==> config.mk <==
export PLATFORM = sky130hd
export DESIGN_NAME = stopwatch_ctrl_flat
export DESIGN_NICKNAME = d
export VERILOG_FILES = /design/src/rtl/stopwatch_ctrl_if.sv /design/src/rtl/stopwatch_ctrl.sv /design/src/flat_wrapper.sv
export SDC_FILE = /design/constraint.sdc
export NUM_CORES = 1
export LEC_CHECK = 0
export BUFFER_PORTS_ARGS = -buffer_cell sky130_fd_sc_hd__buf_4
export CAP_MARGIN = 15
export CORE_MARGIN = 2
export CORE_UTILIZATION = 25
export CTS_CLUSTER_SIZE = 12
export DETAILED_ROUTE_END_ITERATION = 10
export SYNTH_ARGS = -nofsm -noshare
export SYNTH_HDL_FRONTEND = slang
export SYNTH_SLANG_ARGS = --single-unit
==> constraint.sdc <==
create_clock -name clk -period 2.55 [get_ports clk]
set_clock_uncertainty 0.1 [all_clocks]
set_input_delay 0.51 -clock clk [delete_from_list [all_inputs] [get_ports clk]]
set_output_delay 0.51 -clock clk [all_outputs]
set_load 0.02 [all_outputs]
==> src/rtl/stopwatch_ctrl_if.sv <==
// Button inputs and counter-datapath controls of the stopwatch sequencer.
// master = board/bench side driving the buttons, slave = the sequencer.
interface stopwatch_ctrl_if;
  logic       btnU;
  logic       btnC;
  logic       btnD;
  logic       tick;
  logic       clear;
  logic       running;
  logic [1:0] speed_sel;
  logic [1:0] state;

  modport master (
    output btnU, btnC, btnD,
    input  tick, clear, running, speed_sel, state
  );

  modport slave (
    input  btnU, btnC, btnD,
    output tick, clear, running, speed_sel, state
  );
endinterface

==> src/rtl/stopwatch_ctrl.sv <==
// Stopwatch control sequencer: button conditioning (sync, debounce, press
// edge), run/pause/idle FSM, speed select and tick prescaler.
//
//   state | meaning
//   ------+---------------------------------------------------------
//   IDLE  | stopped, prescaler held at 0; entering it pulses clear
//   RUN   | prescaler counts, tick emitted once per period
//   PAUSE | prescaler frozen so the partial period resumes later
module stopwatch_ctrl #(
  parameter int DEBOUNCE_CYCLES = 1_000_000,
  parameter int TICK_DIV0       = 1_000_000,
  parameter int TICK_DIV1       = 100_000,
  parameter int TICK_DIV2       = 10_000
) (
  input logic             clk,
  input logic             reset_n,
  stopwatch_ctrl_if.slave sw
);
  localparam int DB_W    = $clog2(DEBOUNCE_CYCLES);
  localparam int MAX_A   = (TICK_DIV0 > TICK_DIV1) ? TICK_DIV0 : TICK_DIV1;
  localparam int MAX_DIV = (MAX_A > TICK_DIV2) ? MAX_A : TICK_DIV2;
  localparam int PS_W    = $clog2(MAX_DIV);
  localparam int B_D     = 0;
  localparam int B_C     = 1;
  localparam int B_U     = 2;

  typedef enum logic [1:0] {
    IDLE  = 2'd0,
    RUN   = 2'd1,
    PAUSE = 2'd2
  } state_t;

  logic [2:0]      rawBtn;
  logic [2:0]      sync1;
  logic [2:0]      sync2;
  logic [2:0]      stable;
  logic [2:0]      stableQ;
  logic [2:0]      press;
  logic [DB_W-1:0] dbCnt [3];

  state_t          stateQ;
  logic            tickQ;
  logic            clearQ;
  logic            runQ;
  logic [1:0]      speedQ;
  logic [PS_W-1:0] psCnt;
  logic [PS_W-1:0] divLast;
  logic            stayRun;
  logic            speedChg;

  assign rawBtn = {sw.btnU, sw.btnC, sw.btnD};

  // Per-button synchroniser, debounce counter and registered press edge.
  always_ff @(posedge clk or negedge reset_n) begin
    if (!reset_n) begin
      sync1   <= '0;
      sync2   <= '0;
      stable  <= '0;
      stableQ <= '0;
      press   <= '0;
      for (int i = 0; i < 3; i++) dbCnt[i] <= '0;
    end else begin
      sync1   <= rawBtn;
      sync2   <= sync1;
      stableQ <= stable;
      press   <= stable & ~stableQ;
      for (int i = 0; i < 3; i++) begin
        if (sync2[i] == stable[i]) begin
          dbCnt[i] <= '0;
        end else if (dbCnt[i] == DB_W'(DEBOUNCE_CYCLES - 1)) begin
          stable[i] <= sync2[i];
          dbCnt[i]  <= '0;
        end else begin
          dbCnt[i] <= dbCnt[i] + 1'b1;
        end
      end
    end
  end

  // Terminal count of the prescaler for the currently selected speed.
  always_comb begin
    case (speedQ)
      2'd0:    divLast = PS_W'(TICK_DIV0 - 1);
      2'd1:    divLast = PS_W'(TICK_DIV1 - 1);
      default: divLast = PS_W'(TICK_DIV2 - 1);
    endcase
  end

  // Counting only happens on cycles that start and stay in RUN, so a tick
  // can never coincide with a transition out of RUN or with clear.
  assign stayRun  = (stateQ == RUN) && !press[B_D] && !press[B_C];
  assign speedChg = press[B_U];

  // Run/pause/idle FSM with speed select and prescaler; all outputs registered.
  always_ff @(posedge clk or negedge reset_n) begin
    if (!reset_n) begin
      stateQ <= IDLE;
      tickQ  <= 1'b0;
      clearQ <= 1'b0;
      runQ   <= 1'b0;
      speedQ <= 2'd0;
      psCnt  <= '0;
    end else begin
      tickQ  <= 1'b0;
      clearQ <= 1'b0;

      if (press[B_D]) begin
        stateQ <= IDLE;
        clearQ <= 1'b1;
        runQ   <= 1'b0;
      end else if (press[B_C]) begin
        case (stateQ)
          RUN: begin
            stateQ <= PAUSE;
            runQ   <= 1'b0;
          end
          default: begin
            stateQ <= RUN;
            runQ   <= 1'b1;
          end
        endcase
      end

      if (speedChg) begin
        speedQ <= (speedQ == 2'd2) ? 2'd0 : speedQ + 2'd1;
      end

      if (speedChg) begin
        psCnt <= '0;
      end else if (stayRun) begin
        if (psCnt == divLast) begin
          psCnt <= '0;
          tickQ <= 1'b1;
        end else begin
          psCnt <= psCnt + 1'b1;
        end
      end else if (stateQ == IDLE || press[B_D]) begin
        psCnt <= '0;
      end
    end
  end

  assign sw.tick      = tickQ;
  assign sw.clear     = clearQ;
  assign sw.running   = runQ;
  assign sw.speed_sel = speedQ;
  assign sw.state     = stateQ;
endmodule

==> src/flat_wrapper.sv <==
// flat-port wrapper written by rule: the top's interface ports become plain ports
module stopwatch_ctrl_flat 
#(
  parameter int DEBOUNCE_CYCLES = 1_000_000,
  parameter int TICK_DIV0       = 1_000_000,
  parameter int TICK_DIV1       = 100_000,
  parameter int TICK_DIV2       = 10_000
)
  (clk, reset_n, sw_btnU, sw_btnC, sw_btnD, sw_tick, sw_clear, sw_running, sw_speed_sel, sw_state);
  stopwatch_ctrl_if sw_i ();
  input logic clk;
  input logic reset_n;
  input wire logic [$bits(sw_i.btnU)-1:0] sw_btnU;
  input wire logic [$bits(sw_i.btnC)-1:0] sw_btnC;
  input wire logic [$bits(sw_i.btnD)-1:0] sw_btnD;
  output wire logic [$bits(sw_i.tick)-1:0] sw_tick;
  output wire logic [$bits(sw_i.clear)-1:0] sw_clear;
  output wire logic [$bits(sw_i.running)-1:0] sw_running;
  output wire logic [$bits(sw_i.speed_sel)-1:0] sw_speed_sel;
  output wire logic [$bits(sw_i.state)-1:0] sw_state;
  assign sw_i.btnU = sw_btnU;
  assign sw_i.btnC = sw_btnC;
  assign sw_i.btnD = sw_btnD;
  assign sw_tick = sw_i.tick;
  assign sw_clear = sw_i.clear;
  assign sw_running = sw_i.running;
  assign sw_speed_sel = sw_i.speed_sel;
  assign sw_state = sw_i.state;
  stopwatch_ctrl #(.DEBOUNCE_CYCLES(DEBOUNCE_CYCLES), .TICK_DIV0(TICK_DIV0), .TICK_DIV1(TICK_DIV1), .TICK_DIV2(TICK_DIV2)) u_core (.clk(clk), .reset_n(reset_n), .sw(sw_i));
endmodule
; ---- Word level (Yosys, flattened, before mapping)
; Index checks and enable logic that the tools add are counted.
[totals]
inputBits = 5
wordCells = 70
regBits = 102
output_inout_bits = 7
[op_classes]
mux = 22
bitwise = 5
reduce_logical = 12
n_addsub = 5
eq_ne = 10
[ops]
columns = cell, count
row1 = 2-to-1 mux 20 bit, 10
row2 = "adder 20 x 1 -> 20 bit, second input constant", 4
row3 = "equality test 20 bit, second input constant", 3
row4 = one-hot mux 20 bit (2 select lines), 1
row5 = equality test 20 bit, 1
row6 = 2-to-1 mux 2 bit, 4
row7 = 2-to-1 mux 1 bit, 7
row8 = AND reduction 2 bit, 3
row9 = "equality test 2 x 1 -> 1 bit, second input constant", 2
row10 = logical NOT 2 bit, 2
row11 = AND 3 bit, 1
row12 = equality test 1 bit, 3
row13 = inverter 1 bit, 3
row14 = inverter 3 bit, 1
row15 = nonzero test 3 bit, 1
row16 = "adder 2 x 1 -> 2 bit, second input constant", 1
row17 = "equality test 2 bit, second input constant", 1
row18 = logical AND 1 bit, 2
row19 = logical NOT 1 bit, 2
row20 = nonzero test 2 bit, 1
row21 = logical OR 1 bit, 1

; ---- Longest topological paths before layout
; Gate-level depths: netlist of the first run.
[logic_depth]
depth_word = 6
depth_mapped = 7
depth_no_buf = 6

; ---- Worst setup path before layout of the first run
; OpenSTA, ideal clock, no wires.
[synth_path]
path_type = reg-to-reg
from = register u_core.speedQ[1], in the netlist u_core.sw.speed_sel[1]
to = register u_core.psCnt[18]
t_required_ps = 2320
slack_ps = 457
arrival_ps = 1863
path_buffers = 1
setup_time_ps = 130
path_stages_with_launch = 7
synth_period_minus_slack_ps = 2093
path_cell_list = dfrtp_1 > or4b_1 > mux2i_1 > o2111ai_4 > buf_6 > o211ai_1 > nand3_1
[synth_via]
elab_chain_len = 6
word_cells_on_any_way = 7
classes_between = eq/ne (2) / mux (4) / reduce/logical (1)
[synth_rtl]
columns = element, line
row1 = from (decl), stopwatch_ctrl.sv:45  ; logic [1:0] speedQ;
row2 = from (signal assigned), stopwatch_ctrl.sv:125  ; speedQ <= (speedQ == 2'd2) ? 2'd0 : speedQ + 2'd1;
row3 = equality test 2 x 1 -> 1 bit / logical NOT 2 bit (equally long branches), stopwatch_ctrl.sv:82  ; case (speedQ)
row4 = one-hot mux 20 bit (2 select lines) *, stopwatch_ctrl.sv:82
row5 = equality test 20 bit *, stopwatch_ctrl.sv:131  ; if (psCnt == divLast) begin
row6 = 2-to-1 mux 20 bit *, stopwatch_ctrl.sv:131
row7 = 2-to-1 mux 20 bit *, stopwatch_ctrl.sv:130  ; end else if (stayRun) begin
row8 = 2-to-1 mux 20 bit *, stopwatch_ctrl.sv:128  ; if (speedChg) begin
row9 = to (signal assigned), stopwatch_ctrl.sv:135  ; psCnt <= psCnt + 1'b1;
row10 = to (decl), stopwatch_ctrl.sv:46  ; logic [PS_W-1:0] psCnt;
; Mark *: on every way between the ends. The rest lies on a longest branch, timed or not.
; A chain may end at the register's enable or synchronous reset.

; ---- Worst setup path after layout of the first run
[layout_path]
from = register u_core.psCnt[17]
to = register u_core.psCnt[7]
[layout_via]
elab_chain_len = 4
[layout_rtl]
columns = element, line
row1 = equality test 20 bit, stopwatch_ctrl.sv:131
row2 = 2-to-1 mux 20 bit, stopwatch_ctrl.sv:131
row3 = 2-to-1 mux 20 bit, stopwatch_ctrl.sv:130
row4 = 2-to-1 mux 20 bit, stopwatch_ctrl.sv:128
; No other way between the ends.

==> flow_metrics.tcl, run 1 <==
set metrics [dict create \
    chipWidth_microns 144 \
    cts-buffers-inserted 9 \
    area_growth_pct 16.7 \
    overflow 0 \
    cts.hold.buffers_added 0 \
    period_share_pct 91.8 \
    clkPwrFrac_pct 44.8 \
    postLayoutCellArea_sq_um 5720 \
    first_global_vias 3591 \
    yosysSeqAreaShare_pct 51.6 \
    hold_violations 0 \
    p_sw_mw 0.722 \
    cellPowerDensity_nw_per_um2 542 \
    placed_area_sq_um 5420 \
    cp-start-kind "flip-flop" \
    io_buffers 11 \
    cell_internal_pwr_mw 2.38 \
    pwr-share-comb_pct 2.6 \
    fin_crit_ns 2.34 \
    start_util_pct 25.3 \
    clk_latency_ns 0.35 \
    final_nets 538 \
    endpoint_kind "flip-flop" \
    synth_cell_types 50 \
    core-area_sq_um 19300 \
    cts.sinks 101 \
    max_clock_freq_mhz 427 \
    dieArea_sq_um 20700 \
    yosys_warnings 0 \
    nFillCells 2027 \
    synth_seq_cells 101 \
    grt_start_max_net_pins 45 \
    fin_setup_tns_ns 0 \
    antenna_found_initial 0 \
    die_h_microns 144 \
    leakagePower_nw 2.35 \
    wl_microns 9570 \
    grt_pass1_wl_microns 17000 \
    io_pins 12 \
    path_class "reg2reg" \
    post_cts_buffers 0 \
    critical_path_required_ns 2.66 \
    synth_nets 509 \
    min_path_type "in2async" \
    tightest_slew_ns 0.993 \
    p_total_mw 3.10 \
    htree_levels 3 \
    gp_congestion 0.811 \
    synthCells 500 \
    insertedDiodeCount 0 \
    cts_resized 0 \
    drtIter0Drc 173 \
    path_max_fanout 16 \
    drt_first_pass_iters 4 \
    num_rows 51 \
    via_per_inst 4.44 \
    ctsLongestPathBuffers 2 \
    dpl.hpwl_microns 6650 \
    status "complete, no violations" \
    timing.max_cap.violations 0 \
    synth_area_sq_um 4900 \
    rsz0062_at_grt "false" \
    synth.avg_cell_area_sq_um 9.80 \
    p_seq_share_pct 52.6 \
    vias 3544 \
    ant_nets 0 \
    cts_tree "built" \
    drc 0 \
    post_drt_wl_per_cell_microns 12.0 \
    path_clk_slew_ns 0.08 \
    ir_drop_mv 0.313 \
    slew_headroom_pct 33.6 \
    crit_arrival_ns 2.45 \
    root_buffer "clkbuf_16" \
    layout-drive-gt1-share_pct 12.2 \
    finalSetupViolations 0 \
    p_sw_share_pct 23.3 \
    grt_usage_pct 10.4 \
    slew_viol_final 0 \
]
per-layer routing:
metal / vias up / routed length, microns / GRT usage [%]
met2: 46 / 4410 / 16.6
met5: - / 0 / 0
li1: 1789 / - / -
met4: 0 / 114 / 3.35
met3: 9 / 441 / 3.28
met1: 1700 / 4600 / 13.5
synth_stat cells (all sizes together):
cell type / number / area (sq um)
dfrtp: 101 / 2530
nor2: 82 / 308
nand2: 54 / 203
xor2: 31 / 272
nand3: 30 / 155
xnor2: 26 / 228
nor3: 16 / 80.1
nand4: 15 / 93.8
clkbuf: 13 / 48.8
inv: 13 / 48.8
nor4: 12 / 90.1
and3: 11 / 68.8
o21ai: 10 / 61.3
o211ai: 8 / 60.1
o221ai: 8 / 70.1
and2: 5 / 31.3
nor2b: 5 / 31.3
nor4b: 5 / 50.0
or2: 5 / 31.3
or3: 5 / 31.3
ha: 4 / 50.1
o2111ai: 4 / 52.6
o21a: 4 / 30.0
a21oi: 3 / 15.0
mux2: 3 / 33.8
nand4b: 3 / 26.3
nor3b: 3 / 22.5
a21boi: 2 / 15.0
a31oi: 2 / 18.8
buf: 2 / 18.8
mux2i: 2 / 20.0
nand2b: 2 / 12.5
nand3b: 2 / 15.0
or4b: 2 / 23.8
a211oi: 1 / 7.51
a22oi: 1 / 7.51
and4: 1 / 8.76
o311ai: 1 / 8.76
o31a: 1 / 8.76
o31ai: 1 / 7.51
or4: 1 / 7.51
registers in the layout, indices dropped and copies added, names as in the netlist:
register             flops
u_core.stable            3
u_core.sw.state          2
u_core.press             3
u_core.psCnt            20
u_core.sync2             3
u_core.dbCnt            60
u_core.sw.tick           1
u_core.stableQ           3
u_core.sw.clear          1
u_core.sw.speed_sel      2
u_core.sync1             3
worst max-delay path: stages, from the launching register on:
cell       delay [ns]
dfrtp_1          0.43
or4b_4           0.56
nor4_4           0.27
o2111ai_4        0.31
o21ai_4          0.36
o211ai_1         0.15
power groups by stage:
stage	clock network, mW	logic, mW	registers (mW)
after floorplan	0	0.0339	1.66
after global placement	0	0.0848	1.66
after detailed placement	0	0.0853	1.66
after CTS	1.43	0.0857	1.63
after global routing	1.51	0.0963	1.63
final	1.39	0.0804	1.63
placed cells by master (no fill, tap or decap), drive strengths merged, types with 5 or more instances in the layout:
cell type,n
dfrtp,101
nor2,82
nand2,54
buf,33
xor2,31
nand3,30
xnor2,26
inv,17
nor3,16
nand4,15
nor4,12
and3,11
clkbuf,11
o21ai,10
o221ai,8
o211ai,8
or2,5
and2,5
nor2b,5
or3,5
nor4b,5
metrics by stage:
step	setup slack (ns)	cells	hold slack, ns	util [%]
floorplan	0.457	500	0.114	-
global placement	0.283	783	0.257	28.0
detailed placement	0.215	783	0.247	28.0
CTS	0.192	799	0.0708	29.6
global route	0.0603	799	0.0799	29.6
finish	0.208	799	0.0454	29.6
worst paths after layout:
kind / startpoint / to / slack, ns / cells after the start
worst max-delay path: u_core.psCnt[17] / u_core.psCnt[7] / 0.21 / 5
worst min-delay path: reset_n / u_core.sw.speed_sel[1] / 0.05 / 1
worst max register to register: u_core.psCnt[17] / u_core.psCnt[7] / 0.21 / 5
worst min register to register: u_core.sync1[2] / u_core.sync2[2] / 0.26 / 0
max in group asynchronous: reset_n / u_core.dbCnt[9] / 1.65 / 2
min in group clk: sw_btnC / u_core.sync1[1] / 0.16 / 1
kinds of logic after synthesis:
kind of cell    count (synthesis)  share of synthesized area, %
compound gates                 46                          7.41
flops                         101                          51.6
fa+ha+maj                       4                          1.02
simple gates                  259                          26.3
mux                             5                          1.10
xor+xnor                       57                          10.2
buf+inv                        28                          2.38
layout make-up:
cell class | instances | area, sq um | area share, %
repair buffers | 33 | 248 | 4.33
inverters | 13 | 48.8 | 0.853
well taps | 265 | 332 | 5.80
multi-input cells | 371 | 2260 | 39.5
clock buffers | 11 | 253 | 4.42
clock inverters | 5 | 48.8 | 0.853
flip-flops and latches | 101 | 2530 | 44.2
Power figures use the tool's default switching activity.
==> run 2, diff against run 1 <==
--- a/config.mk
+++ b/config.mk
@@ -5,12 +5,14 @@
 export SDC_FILE = /design/constraint.sdc
 export NUM_CORES = 1
 export LEC_CHECK = 0
+export ABC_AREA = 1
 export BUFFER_PORTS_ARGS = -buffer_cell sky130_fd_sc_hd__buf_4
 export CAP_MARGIN = 15
 export CORE_MARGIN = 2
-export CORE_UTILIZATION = 25
+export CORE_UTILIZATION = 61
 export CTS_CLUSTER_SIZE = 12
 export DETAILED_ROUTE_END_ITERATION = 10
+export PLACE_DENSITY = 0.78
 export SYNTH_ARGS = -nofsm -noshare
 export SYNTH_HDL_FRONTEND = slang
 export SYNTH_SLANG_ARGS = --single-unit
==> flow_metrics.tcl, run 2 <==
set metrics [dict create \
    status "complete, no violations" \
    max_clock_freq_mhz 494 \
    grt_pass1_wl_microns 20300 \
    synth_seq_cells 101 \
    dpl.hpwl_microns 8280 \
    mostFrequentLayoutCells "nand2_1 (186), nor2_1 (131), dfrtp_1 (101)" \
    reg_top3 "u_core.dbCnt (60), u_core.psCnt (20)" \
    synth_area_leaders "dfrtp_1 (44%), nand2_1 (12%), nor2_1 (8.6%)" \
    insertedDiodeCount 0 \
    drc 0 \
    cts.sinks 101 \
    cell_internal_pwr_mw 2.01 \
    synthFlopType "dfrtp_1" \
    pre_cts_slack_ns 0.547 \
    slew_viol_final 0 \
    tightest_slew_ns 0.437 \
    synthCells 764 \
    hold_ws_ns 0.147 \
    num_rows 35 \
    rsz0062_at_grt "false" \
    critical_path_required_ns 2.70 \
    synthTopCellsByCount "nand2_1 (186), nor2_1 (131), dfrtp_1 (101)" \
    mostFrequentLayoutCell "nand2_1" \
    io_buffers 11 \
    slew_headroom_pct 70.6 \
    area_growth_pct 6.15 \
    drtIter0Drc 270 \
    start_util_pct 62.4 \
    htree_levels 3 \
    vias 4756 \
    endpoint_kind "flip-flop" \
    grt_start_max_net_pins 52 \
    core-area_sq_um 9150 \
    yosysMostFrequentCell "nand2_1" \
    cts_tree "built" \
    yosys_warnings 0 \
    cellPowerDensity_nw_per_um2 436 \
    largest_reg_flops 60 \
    ir_drop_mv 0.387 \
    yosysTopAreaCell "dfrtp_1" \
    leakagePower_nw 2.84 \
    synth_nets 773 \
    path_clk_slew_ns 0.10 \
    postLayoutCellArea_sq_um 6070 \
    antenna_found_initial 0 \
    p_sw_share_pct 24.2 \
    final_nets 787 \
    root_buffer "clkbuf_8" \
    die_h_microns 101 \
    period_share_pct 79.4 \
    final_core_util_pct 66.3 \
    ant_nets 0 \
    cts-buffers-inserted 9 \
    chipWidth_microns 101 \
    via_per_inst 5.33 \
    fin_crit_ns 2.03 \
    io_pins 12 \
    crit_arrival_ns 2.18 \
    gp_congestion 0.898 \
    cp-start-kind "flip-flop" \
    layout-drive-gt1-share_pct 9.85 \
    regMostFlops "u_core.dbCnt" \
    fin_setup_tns_ns 0 \
    first_global_vias 4679 \
    clkPwrFrac_pct 35.3 \
    synth_top_area_share_pct 44.2 \
    async_flop_share_pct 100 \
    synth_cell_types 33 \
    pwr-share-comb_pct 3.2 \
    yosysSeqAreaShare_pct 44.2 \
    p_sw_mw 0.640 \
    synth.avg_cell_area_sq_um 7.48 \
    timing.max_cap.violations 0 \
    min_path_type "in2reg" \
    placed_area_sq_um 5880 \
    dieArea_sq_um 10200 \
    overflow 0 \
    grt_usage_pct 24.7 \
    wl_microns 11300 \
    drt_first_pass_iters 5 \
    p_seq_share_pct 61.5 \
    ctsLongestPathBuffers 2 \
    clk_latency_ns 0.37 \
    path_max_fanout 12 \
    synth_edf_count 0 \
    post_drt_wl_per_cell_microns 12.6 \
    hold_violations 0 \
    setup_ws_ns 0.524 \
    finalSetupViolations 0 \
    path_class "reg2reg" \
    cts_resized 0 \
    synth_area_sq_um 5720 \
]
[run 2: per-stage QoR]
step | cells | power [mW]
after floorplan | 764 | 1.70
after global placement | 877 | 1.74
after detailed placement | 877 | 1.75
after CTS | 893 | 2.69
after global routing | 893 | 2.76
final | 893 | 2.65
[run 2: worst max-delay path, stage by stage (launching register included)]
cell and delay (ns):
dfrtp_1 0.60, inv_1 0.21, nand2_2 0.16, inv_2 0.05
nand2_1 0.05, nand3_1 0.07, nor2_1 0.09, nand3_1 0.33
nand3_1 0.18, nand2_1 0.07
[run 2: what timing repair did]
item | 4_1_cts | 5_1_grt
hold buffers | 1 | 0
endpoints found under the hold margin | 28 | 0
setup buffers | 0 | 0
[run 2: kinds of logic (layout without fill, tap and decap cells)]
logic type	after synthesis	after routing	share of synthesized area [%]
and+or+nand+nor	464	464	37.2
buffers and inverters	120	138	8.67
DFF	101	101	44.2
AOI/OAI and AO/OA	41	41	3.83
xor gates and xnor gates	34	34	5.21
adders and majority gates	4	4	0.876
[run 2: power groups by stage]
| stage | combinational [mW] | sequential (mW) | clock, mW |
|---|---|---|---|
| final | 0.0846 | 1.63 | 0.935 |
| after global routing | 0.0997 | 1.63 | 1.03 |
| after global placement | 0.0849 | 1.66 | 0 |
| after detailed placement | 0.0870 | 1.66 | 0 |
| after floorplan | 0.0372 | 1.66 | 0 |
| after CTS | 0.0883 | 1.63 | 0.974 |
[run 2: worst paths after layout]
path | from | endpoint | slack [ns] | cells after the start
max | u_core.sw.speed_sel[1] | u_core.psCnt[10] | 0.52 | 9
min | sw_btnU | u_core.sync1[2] | 0.15 | 1
max reg2reg | u_core.sw.speed_sel[1] | u_core.psCnt[10] | 0.52 | 9
min reg2reg | u_core.sync1[2] | u_core.sync2[2] | 0.26 | 0
max in group asynchronous | reset_n | u_core.dbCnt[22] | 1.23 | 3
min in group asynchronous | reset_n | u_core.sw.speed_sel[1] | 0.50 | 2
[run 2: cell type report]
| class | instances | area (sq um) |
|---|---|---|
| repair buffers | 14 | 120 |
| fillers | 778 | 3090 |
| inverters | 109 | 409 |
| flip-flops and latches | 101 | 2530 |
| clock inverters | 6 | 55.1 |
| clock buffers | 9 | 124 |
| well taps | 111 | 139 |
| multi-input cells | 543 | 2690 |
[run 2: layer usage]
layer  part of all wire [%]  routed length [microns]  track usage [%]  up-vias
met5                      0                        0                0        -
met4                    1.1                      125             7.48        0
met3                    4.8                      541             4.58       15
met2                     48                     5440             40.9       99
met1                     46                     5190             33.1     2237
li1                       -                        -                -     2405
